File: config.mk
export PLATFORM = sky130hd
export DESIGN_NAME = axi4_lite_cmd_mst_flat
export DESIGN_NICKNAME = d
export VERILOG_FILES = /design/src/rtl/axi4_lite_cmd_mst_if.sv /design/src/rtl/axi4_lite_cmd_mst.sv /design/src/flat_wrapper.sv
export SDC_FILE = /design/constraint.sdc
export NUM_CORES = 1
export LEC_CHECK = 0
export BUFFER_PORTS_ARGS = -buffer_cell sky130_fd_sc_hd__buf_2
export CAP_MARGIN = 20
export CELL_PAD_IN_SITES_DETAIL_PLACEMENT = 0
export CELL_PAD_IN_SITES_GLOBAL_PLACEMENT = 1
export CORE_UTILIZATION = 25
export DETAILED_ROUTE_END_ITERATION = 6
export PLACE_DENSITY = 0.72
export SLEW_MARGIN = 20
export SYNTH_ARGS = -nofsm -noshare
export SYNTH_HDL_FRONTEND = slang
export SYNTH_SLANG_ARGS = --single-unit
export TNS_END_PERCENT = 50
File: constraint.sdc
create_clock -name i_clk -period 2.6 [get_ports i_clk]
set_clock_uncertainty 0.05 [all_clocks]
set_input_delay 0.13 -clock i_clk [delete_from_list [all_inputs] [get_ports i_clk]]
set_output_delay 0.13 -clock i_clk [all_outputs]
set_load 0.01 [all_outputs]
File: src/rtl/axi4_lite_cmd_mst_if.sv
// Command/response stream plus AXI4-Lite bus bundle for axi4_lite_cmd_mst.
// The master modport is the command master's view; slave is its mirror.
interface axi4_lite_cmd_mst_if #(
    parameter int unsigned ADDR_BIT_WIDTH = 4,
    parameter int unsigned DATA_BIT_WIDTH = 32,
    parameter int unsigned LAT_BIT_WIDTH  = 16
);
    localparam int unsigned STRB_BIT_WIDTH = DATA_BIT_WIDTH / 8;

    // Command stream
    logic                      cmd_valid;
    logic                      cmd_ready;
    logic                      cmd_is_wr;
    logic [ADDR_BIT_WIDTH-1:0] cmd_addr;
    logic [DATA_BIT_WIDTH-1:0] cmd_wdata;
    logic [STRB_BIT_WIDTH-1:0] cmd_wstrb;

    // Response stream
    logic                      rsp_valid;
    logic                      rsp_ready;
    logic                      rsp_is_wr;
    logic [DATA_BIT_WIDTH-1:0] rsp_rdata;
    logic [1:0]                rsp_resp;
    logic [LAT_BIT_WIDTH-1:0]  rsp_lat;

    // AXI4-Lite write channels
    logic [ADDR_BIT_WIDTH-1:0] awaddr;
    logic [2:0]                awprot;
    logic                      awvalid;
    logic                      awready;
    logic [DATA_BIT_WIDTH-1:0] wdata;
    logic [STRB_BIT_WIDTH-1:0] wstrb;
    logic                      wvalid;
    logic                      wready;
    logic [1:0]                bresp;
    logic                      bvalid;
    logic                      bready;

    // AXI4-Lite read channels
    logic [ADDR_BIT_WIDTH-1:0] araddr;
    logic [2:0]                arprot;
    logic                      arvalid;
    logic                      arready;
    logic [DATA_BIT_WIDTH-1:0] rdata;
    logic [1:0]                rresp;
    logic                      rvalid;
    logic                      rready;

    modport master (
        input  cmd_valid, cmd_is_wr, cmd_addr, cmd_wdata, cmd_wstrb,
        output cmd_ready,
        output rsp_valid, rsp_is_wr, rsp_rdata, rsp_resp, rsp_lat,
        input  rsp_ready,
        output awaddr, awprot, awvalid,
        input  awready,
        output wdata, wstrb, wvalid,
        input  wready,
        input  bresp, bvalid,
        output bready,
        output araddr, arprot, arvalid,
        input  arready,
        input  rdata, rresp, rvalid,
        output rready
    );

    modport slave (
        output cmd_valid, cmd_is_wr, cmd_addr, cmd_wdata, cmd_wstrb,
        input  cmd_ready,
        input  rsp_valid, rsp_is_wr, rsp_rdata, rsp_resp, rsp_lat,
        output rsp_ready,
        input  awaddr, awprot, awvalid,
        output awready,
        input  wdata, wstrb, wvalid,
        output wready,
        output bresp, bvalid,
        input  bready,
        input  araddr, arprot, arvalid,
        output arready,
        output rdata, rresp, rvalid,
        input  rready
    );
endinterface

File: src/rtl/axi4_lite_cmd_mst.sv
// Single-outstanding AXI4-Lite master: one command in, one AXI transaction out,
// one response (resp, read data, saturating latency) back. All outputs registered.
module axi4_lite_cmd_mst #(
    parameter int unsigned ADDR_BIT_WIDTH = 4,
    parameter int unsigned DATA_BIT_WIDTH = 32,
    parameter int unsigned LAT_BIT_WIDTH  = 16
) (
    input  logic                i_clk,
    input  logic                i_rst_n,
    axi4_lite_cmd_mst_if.master bus
);
    localparam int unsigned STRB_BIT_WIDTH = DATA_BIT_WIDTH / 8;

    typedef enum logic [2:0] {
        StIdle,
        StWr,
        StWrResp,
        StRdAddr,
        StRdData,
        StRsp
    } state_e;

    state_e                    state_q;
    logic                      cmd_ready_q;
    logic                      is_wr_q;
    logic [ADDR_BIT_WIDTH-1:0] addr_q;
    logic [DATA_BIT_WIDTH-1:0] wdata_q;
    logic [STRB_BIT_WIDTH-1:0] wstrb_q;
    logic                      awvalid_q;
    logic                      wvalid_q;
    logic                      bready_q;
    logic                      arvalid_q;
    logic                      rready_q;
    logic                      rsp_valid_q;
    logic [DATA_BIT_WIDTH-1:0] rsp_rdata_q;
    logic [1:0]                rsp_resp_q;
    logic [LAT_BIT_WIDTH-1:0]  lat_q;

    logic                      aw_hs;
    logic                      w_hs;
    logic                      aw_done;
    logic                      w_done;
    logic [LAT_BIT_WIDTH-1:0]  lat_inc;

    assign aw_hs   = awvalid_q & bus.awready;
    assign w_hs    = wvalid_q & bus.wready;
    // A channel is finished once its valid has dropped or it handshakes now.
    assign aw_done = ~awvalid_q | aw_hs;
    assign w_done  = ~wvalid_q | w_hs;
    assign lat_inc = (lat_q == '1) ? lat_q : lat_q + 1'b1;

    always_ff @(posedge i_clk or negedge i_rst_n) begin
        if (!i_rst_n) begin
            state_q     <= StIdle;
            cmd_ready_q <= 1'b1;
            is_wr_q     <= 1'b0;
            addr_q      <= '0;
            wdata_q     <= '0;
            wstrb_q     <= '0;
            awvalid_q   <= 1'b0;
            wvalid_q    <= 1'b0;
            bready_q    <= 1'b0;
            arvalid_q   <= 1'b0;
            rready_q    <= 1'b0;
            rsp_valid_q <= 1'b0;
            rsp_rdata_q <= '0;
            rsp_resp_q  <= '0;
            lat_q       <= '0;
        end else begin
            unique case (state_q)
                StIdle: begin
                    if (bus.cmd_valid) begin
                        cmd_ready_q <= 1'b0;
                        is_wr_q     <= bus.cmd_is_wr;
                        addr_q      <= bus.cmd_addr;
                        wdata_q     <= bus.cmd_wdata;
                        wstrb_q     <= bus.cmd_wstrb;
                        lat_q       <= '0;
                        if (bus.cmd_is_wr) begin
                            state_q   <= StWr;
                            awvalid_q <= 1'b1;
                            wvalid_q  <= 1'b1;
                        end else begin
                            state_q   <= StRdAddr;
                            arvalid_q <= 1'b1;
                        end
                    end
                end
                StWr: begin
                    lat_q <= lat_inc;
                    if (aw_hs) begin
                        awvalid_q <= 1'b0;
                    end
                    if (w_hs) begin
                        wvalid_q <= 1'b0;
                    end
                    if (aw_done && w_done) begin
                        state_q  <= StWrResp;
                        bready_q <= 1'b1;
                    end
                end
                StWrResp: begin
                    lat_q <= lat_inc;
                    if (bus.bvalid) begin
                        bready_q    <= 1'b0;
                        rsp_resp_q  <= bus.bresp;
                        rsp_rdata_q <= '0;
                        rsp_valid_q <= 1'b1;
                        state_q     <= StRsp;
                    end
                end
                StRdAddr: begin
                    lat_q <= lat_inc;
                    if (bus.arready) begin
                        arvalid_q <= 1'b0;
                        rready_q  <= 1'b1;
                        state_q   <= StRdData;
                    end
                end
                StRdData: begin
                    lat_q <= lat_inc;
                    if (bus.rvalid) begin
                        rready_q    <= 1'b0;
                        rsp_resp_q  <= bus.rresp;
                        rsp_rdata_q <= bus.rdata;
                        rsp_valid_q <= 1'b1;
                        state_q     <= StRsp;
                    end
                end
                StRsp: begin
                    // Latency is frozen here; it is the reported value.
                    if (bus.rsp_ready) begin
                        rsp_valid_q <= 1'b0;
                        cmd_ready_q <= 1'b1;
                        state_q     <= StIdle;
                    end
                end
                default: begin
                    state_q     <= StIdle;
                    cmd_ready_q <= 1'b1;
                end
            endcase
        end
    end

    assign bus.cmd_ready = cmd_ready_q;

    assign bus.rsp_valid = rsp_valid_q;
    assign bus.rsp_is_wr = is_wr_q;
    assign bus.rsp_rdata = rsp_rdata_q;
    assign bus.rsp_resp  = rsp_resp_q;
    assign bus.rsp_lat   = lat_q;

    assign bus.awaddr  = addr_q;
    assign bus.awprot  = 3'b000;
    assign bus.awvalid = awvalid_q;
    assign bus.wdata   = wdata_q;
    assign bus.wstrb   = wstrb_q;
    assign bus.wvalid  = wvalid_q;
    assign bus.bready  = bready_q;

    assign bus.araddr  = addr_q;
    assign bus.arprot  = 3'b000;
    assign bus.arvalid = arvalid_q;
    assign bus.rready  = rready_q;
endmodule
File: src/flat_wrapper.sv
// flat-port wrapper written by rule: the top's interface ports become plain ports
module axi4_lite_cmd_mst_flat 
#(
    parameter int unsigned ADDR_BIT_WIDTH = 4,
    parameter int unsigned DATA_BIT_WIDTH = 32,
    parameter int unsigned LAT_BIT_WIDTH  = 16
)
  (i_clk, i_rst_n, bus_cmd_valid, bus_cmd_is_wr, bus_cmd_addr, bus_cmd_wdata, bus_cmd_wstrb, bus_cmd_ready, bus_rsp_valid, bus_rsp_is_wr, bus_rsp_rdata, bus_rsp_resp, bus_rsp_lat, bus_rsp_ready, bus_awaddr, bus_awprot, bus_awvalid, bus_awready, bus_wdata, bus_wstrb, bus_wvalid, bus_wready, bus_bresp, bus_bvalid, bus_bready, bus_araddr, bus_arprot, bus_arvalid, bus_arready, bus_rdata, bus_rresp, bus_rvalid, bus_rready);
  axi4_lite_cmd_mst_if #(.ADDR_BIT_WIDTH(ADDR_BIT_WIDTH), .DATA_BIT_WIDTH(DATA_BIT_WIDTH), .LAT_BIT_WIDTH(LAT_BIT_WIDTH)) bus_i ();
  input  logic i_clk;
  input  logic i_rst_n;
  input wire logic [$bits(bus_i.cmd_valid)-1:0] bus_cmd_valid;
  input wire logic [$bits(bus_i.cmd_is_wr)-1:0] bus_cmd_is_wr;
  input wire logic [$bits(bus_i.cmd_addr)-1:0] bus_cmd_addr;
  input wire logic [$bits(bus_i.cmd_wdata)-1:0] bus_cmd_wdata;
  input wire logic [$bits(bus_i.cmd_wstrb)-1:0] bus_cmd_wstrb;
  output wire logic [$bits(bus_i.cmd_ready)-1:0] bus_cmd_ready;
  output wire logic [$bits(bus_i.rsp_valid)-1:0] bus_rsp_valid;
  output wire logic [$bits(bus_i.rsp_is_wr)-1:0] bus_rsp_is_wr;
  output wire logic [$bits(bus_i.rsp_rdata)-1:0] bus_rsp_rdata;
  output wire logic [$bits(bus_i.rsp_resp)-1:0] bus_rsp_resp;
  output wire logic [$bits(bus_i.rsp_lat)-1:0] bus_rsp_lat;
  input wire logic [$bits(bus_i.rsp_ready)-1:0] bus_rsp_ready;
  output wire logic [$bits(bus_i.awaddr)-1:0] bus_awaddr;
  output wire logic [$bits(bus_i.awprot)-1:0] bus_awprot;
  output wire logic [$bits(bus_i.awvalid)-1:0] bus_awvalid;
  input wire logic [$bits(bus_i.awready)-1:0] bus_awready;
  output wire logic [$bits(bus_i.wdata)-1:0] bus_wdata;
  output wire logic [$bits(bus_i.wstrb)-1:0] bus_wstrb;
  output wire logic [$bits(bus_i.wvalid)-1:0] bus_wvalid;
  input wire logic [$bits(bus_i.wready)-1:0] bus_wready;
  input wire logic [$bits(bus_i.bresp)-1:0] bus_bresp;
  input wire logic [$bits(bus_i.bvalid)-1:0] bus_bvalid;
  output wire logic [$bits(bus_i.bready)-1:0] bus_bready;
  output wire logic [$bits(bus_i.araddr)-1:0] bus_araddr;
  output wire logic [$bits(bus_i.arprot)-1:0] bus_arprot;
  output wire logic [$bits(bus_i.arvalid)-1:0] bus_arvalid;
  input wire logic [$bits(bus_i.arready)-1:0] bus_arready;
  input wire logic [$bits(bus_i.rdata)-1:0] bus_rdata;
  input wire logic [$bits(bus_i.rresp)-1:0] bus_rresp;
  input wire logic [$bits(bus_i.rvalid)-1:0] bus_rvalid;
  output wire logic [$bits(bus_i.rready)-1:0] bus_rready;
  assign bus_i.cmd_valid = bus_cmd_valid;
  assign bus_i.cmd_is_wr = bus_cmd_is_wr;
  assign bus_i.cmd_addr = bus_cmd_addr;
  assign bus_i.cmd_wdata = bus_cmd_wdata;
  assign bus_i.cmd_wstrb = bus_cmd_wstrb;
  assign bus_cmd_ready = bus_i.cmd_ready;
  assign bus_rsp_valid = bus_i.rsp_valid;
  assign bus_rsp_is_wr = bus_i.rsp_is_wr;
  assign bus_rsp_rdata = bus_i.rsp_rdata;
  assign bus_rsp_resp = bus_i.rsp_resp;
  assign bus_rsp_lat = bus_i.rsp_lat;
  assign bus_i.rsp_ready = bus_rsp_ready;
  assign bus_awaddr = bus_i.awaddr;
  assign bus_awprot = bus_i.awprot;
  assign bus_awvalid = bus_i.awvalid;
  assign bus_i.awready = bus_awready;
  assign bus_wdata = bus_i.wdata;
  assign bus_wstrb = bus_i.wstrb;
  assign bus_wvalid = bus_i.wvalid;
  assign bus_i.wready = bus_wready;
  assign bus_i.bresp = bus_bresp;
  assign bus_i.bvalid = bus_bvalid;
  assign bus_bready = bus_i.bready;
  assign bus_araddr = bus_i.araddr;
  assign bus_arprot = bus_i.arprot;
  assign bus_arvalid = bus_i.arvalid;
  assign bus_i.arready = bus_arready;
  assign bus_i.rdata = bus_rdata;
  assign bus_i.rresp = bus_rresp;
  assign bus_i.rvalid = bus_rvalid;
  assign bus_rready = bus_i.rready;
  axi4_lite_cmd_mst #(.ADDR_BIT_WIDTH(ADDR_BIT_WIDTH), .DATA_BIT_WIDTH(DATA_BIT_WIDTH), .LAT_BIT_WIDTH(LAT_BIT_WIDTH)) u_core (.i_clk(i_clk), .i_rst_n(i_rst_n), .bus(bus_i));
endmodule
==> metrics, run 1 <==
status finished, final reports clean; clk buf depth 2; vias per inst between 4 and 5; die span in y between 100 and 150 um; Max-Cap Viols 0; H-tree Lvls 3; initial DRC count 190; vias in the first global route 4063; Least-Margin Pin Slew just over 0.7 ns; cts bufs inserted 9; Max Freq 454 MHz; Synth warnings 0; Final Hold Fails 0; Arrival @ worst endpoint ~2.4 ns; initial antenna violation count 0; dpl cell area 0.00547 mm^2; synth top area cells dfrtp_1 (58%), nand2_1 (12%), a22o_1 (6.9%), a21oi_1 (1.7%), buf_4 (1.7%); Initial Util 0.258; CTS tree built; Slew HR 0.523; Tightest Hold Check Type input pin to flip-flop; antenna-violating nets left 0; setup_tns 0 ns; root buffer cell clkbuf_16; Yosys top cell by area dfrtp_1; Post-Syn Instances 435; min Tclk post-route 2.20 ns; Clk Latency, worst-skew pair about 0.34 ns; routability cong. 0.839; row cnt 47; worst vdd ir 467 uV; Worst Path Required 2.79 ns; PwrDens 1020 mW/mm^2; Crit Path Class flip-flop to flip-flop; router iterations before antenna repair 6; Die ar. 0.0178 mm^2; met2 GRT Util 0.230; EDFF count, synth 0; commonest non-fill, non-tap cells in the layout buf_2 (186), nand2_1 (134), dfrtp_1 (100); n_diodes 0; CP Launch Type flip-flop; Die Wd 133 um; first-pass GRT wire length 19600 um; fin nets 774; DRC Markers 0; largest net degree at the start of global routing 53; Core Region 0.0167 mm^2; reg2reg setup slack ~0.40 ns; Worst setup EP type flip-flop; share of layout cells above drive strength 1 0.318; Yosys cell types 48; routed via count 4090; Final setup viols 0; Total GRT Usage 0.138; DR WL/cell 13.1 um; syn_area_per_cell 9.91 um^2; Final Cycle Share 0.847; Final Slew Violations 0; GR Layer Usage met3 0.0289; most common cell after layout, fill and taps aside buf_2; Detailed Place HPWL a little over 8000 um; drt total wl between 10000 and 15000 um; grt total ovfl 0; ys flop type dfrtp_1; post-synthesis cell area 0.00431 mm^2; CTS sink count 101; crit path max fanout 5; Lkg Pwr 0.00335 uW; Synth top area share 0.580; GRT busiest layer met2; FFs w/ async S/R, synth 1.00; Clock Pin Slew Worst Setup and Hold Paths 0.07 ns; Final Hold Slack 0.0252 ns; RSZ-0062 raised after global routing false; # IOs 194; final instance area 0.00650 mm^2; IO Port Bufs 187; synthesized flop and latch total around 100; GR Util met1 0.171; Area Overhead vs Synth 50.7%; Seq/Total Area, Yosys 0.586
==> critical path, stage by stage, from the launching register on <==
cell and delay, ns:
dfrtp_1 0.41, ha_1 0.26, nand4_2 0.15, or4_4 0.57
or4b_1 0.48, and3_1 0.19
==> sequential cells by signal, indices dropped and copies added (netlist names) <==
register              flops
u_core.bus.rsp_valid      1
u_core.bus.wstrb          4
u_core.bus.wvalid         1
u_core.bus.cmd_ready      1
u_core.bus.arvalid        1
u_core.bus.rsp_is_wr      1
u_core.bus.bready         1
u_core.bus.araddr         4
u_core.state_q            3
u_core.bus.rsp_resp       2
u_core.bus.rsp_lat       16
u_core.bus.awvalid        1
u_core.bus.rready         1
u_core.bus.wdata         32
u_core.bus.rsp_rdata     32
==> layer usage <==
layer / routed length (um) / part of all wire / vias to the layer above
li1: - / - / 1998
met1: 5270 / 0.44 / 1918
met2: 5720 / 0.48 / 151
met3: 630 / 0.053 / 23
met4: 322 / 0.027 / 0
met5: 0 / 0 / -
==> cells in the mapped netlist, types with 2 or more instances <==
cell      instances
o311ai_0          5
o21ai_1           2
o22a_1            2
nand3_1           7
o31ai_1           9
clkbuf_1         19
nand4_1           2
o211ai_1          2
nor2_1           10
buf_4            10
nor4_1            4
a22o_1           34
nor2b_1           5
mux2i_1           2
or4_1             2
dfrtp_1         100
o21ai_0          12
o21a_1            2
a21oi_1          15
buf_2             5
and3_1            2
or3_1             4
nor3_1            9
a211oi_1          2
nand2_1         134
a32oi_1           2
nand3b_1          2
inv_1            10
a31oi_1           2
==> stage by stage <==
| stage | total power (uW) | util | setup slack [ns] | instances |
|---|---|---|---|---|
| CTS | 6720 | 0.389 | 0.399 | 912 |
| global route | 7170 | 0.389 | 0.299 | 912 |
| finish | 6640 | 0.389 | 0.398 | 912 |
| floorplan | 4170 | - | 0.479 | 440 |
| detailed placement | 5250 | 0.327 | 0.416 | 822 |
| global placement | 5190 | 0.327 | 0.446 | 822 |
==> power by group <==
part           leakage, uW  switching, uW  internal (uW)
clock network     0.000132            593            749
logic              0.00193           1470           1170
registers          0.00129            444           2220
==> cells by family (layout without fill, tap and decap cells) <==
logic type / after synthesis / in the layout / share of synthesized area
compound gates: 95 / 95 / 0.162
simple gates: 190 / 190 / 0.194
buf+inv: 45 / 297 / 0.0493
flops: 101 / 101 / 0.586
other cells: 1 / 6 / 0.000869
fa+ha+maj: 1 / 1 / 0.00290
mux: 2 / 2 / 0.00464
==> path summary, 6_finish.rpt <==
path	startpoint	end	cells past startpoint
worst max-delay path	u_core.bus.rsp_lat[1]	u_core.bus.rsp_lat[12]	5
worst min-delay path	bus_cmd_is_wr	u_core.bus.awvalid	2
worst max register to register	u_core.bus.rsp_lat[1]	u_core.bus.rsp_lat[12]	5
worst min register to register	u_core.bus.wdata[29]	u_core.bus.wdata[29]	2
max in group asynchronous	i_rst_n	u_core.bus.cmd_ready	3
min in group asynchronous	i_rst_n	u_core.bus.rsp_lat[2]	2
==> cell type report <==
cell class                      count  area [um^2]
Fill cell                        1674        10200
Sequential cell                   101         2530
Timing Repair Buffer              271         1770
Multi-Input combinational cell    294         1600
Tap cell                          220          275
Clock buffer                       11          233
Clock inverter                      5         61.3
Inverter                           10         37.5
==> timing repair <==
action,4_1_cts,5_1_grt
buffers inserted,0,0
hold endpoints to repair,122,0
resized for setup,0,0
hold buffers,74,0
(Power assumes the default switching activity.)
==> inputs of run 2 (changes only) <==
--- a/config.mk
+++ b/config.mk
@@ -5,13 +5,14 @@
 export SDC_FILE = /design/constraint.sdc
 export NUM_CORES = 1
 export LEC_CHECK = 0
+export ABC_AREA = 1
 export BUFFER_PORTS_ARGS = -buffer_cell sky130_fd_sc_hd__buf_2
 export CAP_MARGIN = 20
 export CELL_PAD_IN_SITES_DETAIL_PLACEMENT = 0
 export CELL_PAD_IN_SITES_GLOBAL_PLACEMENT = 1
 export CORE_UTILIZATION = 25
 export DETAILED_ROUTE_END_ITERATION = 6
-export PLACE_DENSITY = 0.72
+export PLACE_DENSITY = 0.73
 export SLEW_MARGIN = 20
 export SYNTH_ARGS = -nofsm -noshare
 export SYNTH_HDL_FRONTEND = slang
==> constraint.sdc (replaced) <==
create_clock -name i_clk -period 2.2 [get_ports i_clk]
set_clock_uncertainty 0.05 [all_clocks]
set_input_delay 0.11 -clock i_clk [delete_from_list [all_inputs] [get_ports i_clk]]
set_output_delay 0.11 -clock i_clk [all_outputs]
set_load 0.01 [all_outputs]
==> run 2 against run 1 <==
Net effect:
- cell count grew 15%
- non-clock buffer count is 1 lower
- final area is 4.9% higher
- combinational power up 25%
- hold slack got worse by 0.0033 ns
- critical path depth grew 4
==> metrics, run 2 <==
commonest non-fill, non-tap cells in the layout nand2_1 (258), buf_2 (186), dfrtp_1 (100); Seq/Total Area, Yosys 0.554 (-0.0323); synthesized flop and latch total 101 (unchanged); Slew HR 0.531 (+0.00757); drt total wl 13300 um (+11%); Worst Path Required 2.42 ns (-0.37 ns); router iterations before antenna repair 4 (-2); Yosys top cell by area dfrtp_1; Max-Cap Viols 0 (unchanged); RSZ-0062 raised after global routing false; clk buf depth 2 (unchanged); Least-Margin Pin Slew 0.703 ns (-0.00584 ns); setup ws final 0.299 ns (-0.0983 ns); Crit Path Class flip-flop to flip-flop; fin nets 899 (+16%); Final Hold Fails 0 (unchanged); Cells after DPL 954 (+16%); Die ar. 0.0188 mm^2 (+5.7%); CTS sink count 101 (unchanged); worst path cell trace ha_1, nand3_1, inv_2, nand2_1, nor2_2, nand3_2, nand2_2, nand2_1, o21ai_2; most frequent cell after synthesis nand2_1; # IOs 194 (unchanged); antenna-violating nets left 0 (unchanged); row cnt 49 (+4.3%); Final Cycle Share 0.864 (+0.0169); Clk Latency, worst-skew pair 0.35 ns (about the same); postcts setup bufs 0 (unchanged); dpl ws 0.302 ns (-0.114 ns); crit path max fanout 25 (+20); Arrival @ worst endpoint 2.12 ns (-0.27 ns); Synth warnings 0 (unchanged); Final Hold Slack 0.0219 ns (-0.00325 ns); share of layout cells above drive strength 1 0.296 (-0.0217); Yosys cell types 32 (-33%); routability cong. 0.768 (-8.4%); Core Region 0.0179 mm^2 (+7.2%); Post-Syn Instances 556 (+28%); Final Slew Violations 0 (unchanged); min-delay src bus_bresp[1]; Final setup viols 0 (unchanged); Non-Filler Instances 1047 (+15%); Lkg Pwr 0.00377 uW (+12%); routed via count 4366 (+6.7%); Total GRT Usage 0.144 (+0.00539); status finished, final reports clean; Clock Pin Slew Worst Setup and Hold Paths 0.07 ns (about the same); most common cell after layout, fill and taps aside nand2_1; worst setup path start u_core.bus.rsp_lat[1]; Slowest-stage cell, CP dfrtp_1; die span in y 137 um (+2.8%); PwrDens 1180 mW/mm^2 (+16%); Tightest Hold Check Type input pin to flip-flop; Die Wd 137 um (+2.8%); final instance area 0.00682 mm^2 (+4.9%); Synth top area share 0.548 (-0.0320); first-pass GRT wire length 20800 um (+5.8%); largest net degree at the start of global routing 42 (-21%); synth top area cells dfrtp_1 (55%), nand2_1 (21%), nand3_1 (5.7%), buf_4 (2.1%), inv_1 (1.9%); setup_tns 0 ns (unchanged); CP Launch Type flip-flop; initial DRC count 182 (-4.2%); CTS tree built; R2R Path Start u_core.bus.rsp_lat[1]; vias per inst 4.17 (-7.0%); syn_area_per_cell 8.21 um^2 (-17%); DR WL/cell 12.7 um (-3.3%); Area Overhead vs Synth 49.4%; EDFF count, synth 0 (unchanged); DRC Markers 0 (unchanged); dpl cell area 0.00571 mm^2 (+4.5%); min Tclk post-route 1.90 ns (-0.302 ns); post-synthesis cell area 0.00456 mm^2 (+5.8%); worst vdd ir 509 uV (+8.9%); cts bufs inserted 9 (unchanged); initial antenna violation count 2 (+2); layout filler cell count 1838 (+9.8%); FFs w/ async S/R, synth 1.00 (unchanged); IO Port Bufs 187 (unchanged); root buffer cell clkbuf_16; H-tree Lvls 3 (unchanged); grt total ovfl 0 (unchanged); Crit path largest cell delay 0.41 ns (-0.16 ns); Worst path most repeated cell nand2_1; vias in the first global route 4163 (+2.5%); ys flop type dfrtp_1; Max Freq 526 MHz (+16%); Initial Util 0.255 (-0.00328); Detailed Place HPWL 8820 um (+9.6%); Worst setup EP type flip-flop; Synth top cells by count nand2_1 (258), dfrtp_1 (100), nand3_1 (52)
==> run 2: cell count changes after synthesis, moves of 8 or more <==
| cell | previous run | this run |
|---|---|---|
| nand2_1 | 134 | 258 |
| inv_2 | 0 | 8 |
| nor2_1 | 10 | 21 |
| clkbuf_1 | 19 | 0 |
| nand3_1 | 7 | 52 |
| a21oi_1 | 15 | 3 |
| a22o_1 | 34 | 0 |
| nor3_1 | 9 | 1 |
| inv_1 | 10 | 23 |
==> run 2: repair_timing <==
item	CTS	global route
resized for setup	0	0
endpoints found under the hold margin	157	0
hold buffers	76	0
==> run 2: where the power goes <==
| group | internal, uW | switching (uW) |
|---|---|---|
| clock | 1100 | 729 |
| sequential | 2560 | 404 |
| combinational | 1240 | 2050 |
==> run 2: cell type report <==
class	instances	area (um^2)	share of cell area
Sequential cell	101	2530	0.371
Antenna cell	1	2.50	0.000367
Multi-Input combinational cell	399	1750	0.257
Clock buffer	12	267	0.0391
Timing Repair Buffer	270	1790	0.262
Clock inverter	4	77.6	0.0114
Tap cell	229	287	0.0420
Inverter	31	116	0.0171
==> run 2: metal layers <==
layer  vias up  routed length (um)  global-route usage
met3        21                1070              0.0470
met1      1962                6260               0.187
met4         4                 209              0.0543
met5         -                  23                   0
li1       2237                   -                   -
met2       142                5690               0.220
==> run 2: path summary, 6_finish.rpt <==
kind                                     endpoint  cells after the start  slack [ns]
setup / recovery           u_core.bus.rsp_lat[13]                      9        0.30
hold / removal             u_core.bus.rsp_resp[1]                      3        0.02
setup reg to reg           u_core.bus.rsp_lat[13]                      9        0.30
hold reg to reg               u_core.bus.wdata[6]                      2        0.42
max in group asynchronous    u_core.bus.cmd_ready                      3        1.29
min in group asynchronous     u_core.bus.wdata[7]                      2        0.14
==> run 2: kinds of logic (layout without fill, tap and decap cells) <==
| kind of cell | after synthesis | after routing | synth area share |
|---|---|---|---|
| adder cells (fa/ha/maj) | 1 | 1 | 0.00274 |
| buffers and inverters | 61 | 317 | 0.0674 |
| AO/OA/AOI/OAI | 39 | 39 | 0.0529 |
| other | 1 | 7 | 0.000822 |
| XOR/XNOR | 1 | 1 | 0.00192 |
| AND/OR/NAND/NOR | 352 | 352 | 0.320 |
| flip-flops | 101 | 101 | 0.554 |
==> run 2: stage by stage <==
stage	power (uW)	utilization
finish	8080	0.381
global route	8760	0.381
CTS	8210	0.381
detailed placement	6220	0.319
global placement	6200	0.319
floorplan	5010	-
==> run 2: worst max-delay path: cells and delay by family, from the launching register on <==
kind,cells,cell delay [ns]
adders and majority gates,1,0.20
buffers and inverters,1,0.09
DFF,1,0.41
AOI/OAI and AO/OA,1,0.08
and+or+nand+nor,6,0.97
==> inputs of run 3 (changes only) <==
--- a/config.mk
+++ b/config.mk
@@ -13,6 +13,8 @@
 export CORE_UTILIZATION = 25
 export DETAILED_ROUTE_END_ITERATION = 6
 export PLACE_DENSITY = 0.73
+export REMOVE_ABC_BUFFERS = 1
+export SKIP_CTS_REPAIR_TIMING = 1
 export SLEW_MARGIN = 20
 export SYNTH_ARGS = -nofsm -noshare
 export SYNTH_HDL_FRONTEND = slang
==> run 3 against run 2 <==
Net effect:
- the flow now finishes with violations (design-rule violations)
- hold slack got worse by 0.021 ns
- final area decreased by 1.5%
- clock-buffer cell count decreased by 2
- register-to-register slack got worse by 0.04 ns
- fmax decreased by 1.9%
- die area unchanged
- critical endpoint is now u_core.bus.rsp_lat[11]
==> metrics, run 3 (synthesized netlist as in run 2, its figures left out) <==
status finished, violations left; failing checks design-rule violations; largest net degree at the start of global routing 42 (unchanged); Sw Ratio 0.412 (+0.0181); P_int 4560 uW (-6.8%); commonest non-fill, non-tap cells in the layout nand2_1 (258), buf_2 (186), dfrtp_1 (100); first-pass GRT wire length 19900 um (-4.3%); Max-Cap Viols 0 (unchanged); Area Overhead vs Synth 47.1%; Arrival @ worst endpoint 2.16 ns (+0.04 ns); Worst path most repeated cell nand2_1; Least-Margin Pin Slew 0.701 ns (-0.00174 ns); Crit path largest cell delay 0.42 ns (about the same); Tightest Hold Check Type input pin to flip-flop; initial antenna violation count 1 (-1); crit path max fanout 25 (unchanged); H-tree Lvls 3 (unchanged); grt total ovfl 0 (unchanged); Initial Util 0.255 (unchanged); share of layout cells above drive strength 1 0.297 (+0.000363); Logic pwr share 0.423 (+0.015); antenna-violating nets left 0 (unchanged); fin nets 899 (unchanged); Clock Pin Slew Worst Setup and Hold Paths 0.07 ns (about the same); n_diodes 0 (-1); PwrDens 1160 mW/mm^2 (-2.5%); Die Wd 137 um (unchanged); Flop pwr share 0.382 (+0.016); cts bufs inserted 9 (unchanged); router iterations before antenna repair 7 (+3); Total GRT Usage 0.138 (-0.00540); WP buf/inv 1 (unchanged); vias in the first global route 3726 (-10%); Top Family by Delay on Critical Path simple AND/OR/NAND/NOR gates; Worst Path Required 2.42 ns (about the same); Final Hold Slack 0.00143 ns (-0.0205 ns); Lkg Pwr 0.00372 uW (-1.2%); clk buf depth 2 (unchanged); DR WL/cell 12.9 um (+2.1%); drt total wl 13500 um (+1.9%); dpl ws 0.249 ns (-0.0524 ns); routed via count 4338 (-0.64%); clock share of power 0.195 (-0.031); DRC Markers 3 (+3); RSZ-0062 raised after global routing false; CTS tree built; most common cell after layout, fill and taps aside nand2_1; Net Sw Power 3200 uW (+0.46%); CTS sink count 101 (unchanged); root buffer cell clkbuf_16; Max Freq 516 MHz (-1.9%); Die ar. 0.0188 mm^2 (unchanged); final instance area 0.00672 mm^2 (-1.5%); Final Cycle Share 0.881 (+0.0170); dpl cell area 0.00571 mm^2 (about the same); Slew HR 0.532 (+0.00116); Slowest-stage cell, CP dfrtp_1; FF/Latch Area 0.00253 mm^2 (unchanged); layout filler cell count 1886 (+2.6%); worst path cell trace ha_1, nand3_1, inv_2, nand2_1, nor2_2, nand3_2, nand2_2, nand2_1, o21ai_1; row cnt 49 (unchanged); Multi-input gate area 0.00175 mm^2 (-0.29%); initial DRC count 219 (+20%); setup ws final 0.262 ns (-0.0373 ns); Clk Latency, worst-skew pair 0.35 ns (about the same); Final Slew Violations 0 (unchanged); min Tclk post-route 1.94 ns (+0.0373 ns); Crit Path Class flip-flop to flip-flop; die span in y 137 um (unchanged); vias per inst 4.15 (-0.45%); Final Hold Fails 0 (unchanged); CP Launch Type flip-flop; # IOs 194 (unchanged); Worst setup EP type flip-flop; Final setup viols 0 (unchanged); Detailed Place HPWL 9110 um (+3.3%); IO Port Bufs 187 (unchanged); Core Region 0.0179 mm^2 (unchanged); routability cong. 0.752 (-2.1%); setup_tns 0 ns (unchanged); worst vdd ir 473 uV (-7.0%)
-- run 3: changes by cell type in the layout (fill, tap and decap cells not counted), moves of 2 or more --
cell / before / now
clkinvlp_4: 0 / 2
buf_4: 5 / 8
dlygate4sd3_1: 76 / 74
bufinv_16: 2 / 0
clkbuf_8: 3 / 0
-- run 3: path summary, 6_finish.rpt --
kind	startpoint	end	slack, ns	cells past startpoint
worst max-delay path	u_core.bus.rsp_lat[1]	u_core.bus.rsp_lat[11]	0.26	9
max in group asynchronous	i_rst_n	u_core.bus.rsp_rdata[14]	1.22	3
worst min register to register	u_core.bus.wdata[30]	u_core.bus.wdata[30]	0.41	2
min in group asynchronous	i_rst_n	u_core.bus.rsp_rdata[30]	0.21	2
worst max register to register	u_core.bus.rsp_lat[1]	u_core.bus.rsp_lat[11]	0.26	9
worst min-delay path	bus_cmd_is_wr	u_core.bus.rsp_is_wr	0.001	3
-- run 3: layout make-up --
| type | instances | share of cell area |
|---|---|---|
| tap | 229 | 0.0427 |
| clock inverter | 5 | 0.00559 |
| clock buffer | 10 | 0.0341 |
| inverter | 31 | 0.0173 |
| sequential | 101 | 0.376 |
| timing repair buffer | 270 | 0.264 |
| multi-input combinational | 399 | 0.260 |
-- run 3: metal layers --
metal | GRT usage | vias up | wire length (um) | share of wire
met5 | 0 | - | 8 | 0.00059
met4 | 0.0458 | 2 | 148 | 0.011
met3 | 0.0437 | 13 | 749 | 0.055
met2 | 0.214 | 111 | 6490 | 0.48
met1 | 0.182 | 1976 | 6110 | 0.45
li1 | - | 2236 | - | -
-- run 3: metrics by stage --
step / power, uW / instances / utilization
after floorplan: 4790 / 531 / -
after global placement: 6210 / 956 / 0.319
after detailed placement: 6230 / 956 / 0.319
after CTS: 7790 / 971 / 0.334
after global routing: 8450 / 1045 / 0.375
final: 7760 / 1045 / 0.375
-- run 3: worst register-to-register path, cell delays in order, from the launching register on --
cell and delay (ns):
dfrtp_1 0.42, ha_1 0.20, nand3_1 0.15, inv_2 0.10, nand2_1 0.11, nor2_2 0.15
nand3_2 0.08, nand2_2 0.40, nand2_1 0.11, o21ai_1 0.09
-- run 3: power groups by stage --
stage / Clock, uW / Sequential, uW / Combinational (uW)
2_1_floorplan: 0 / 3300 / 1500
3_3_place_gp: 0 / 2980 / 3230
3_5_place_dp: 0 / 2980 / 3250
4_1_cts: 1580 / 2960 / 3250
5_1_grt: 1640 / 3060 / 3740
6_report: 1510 / 2970 / 3280
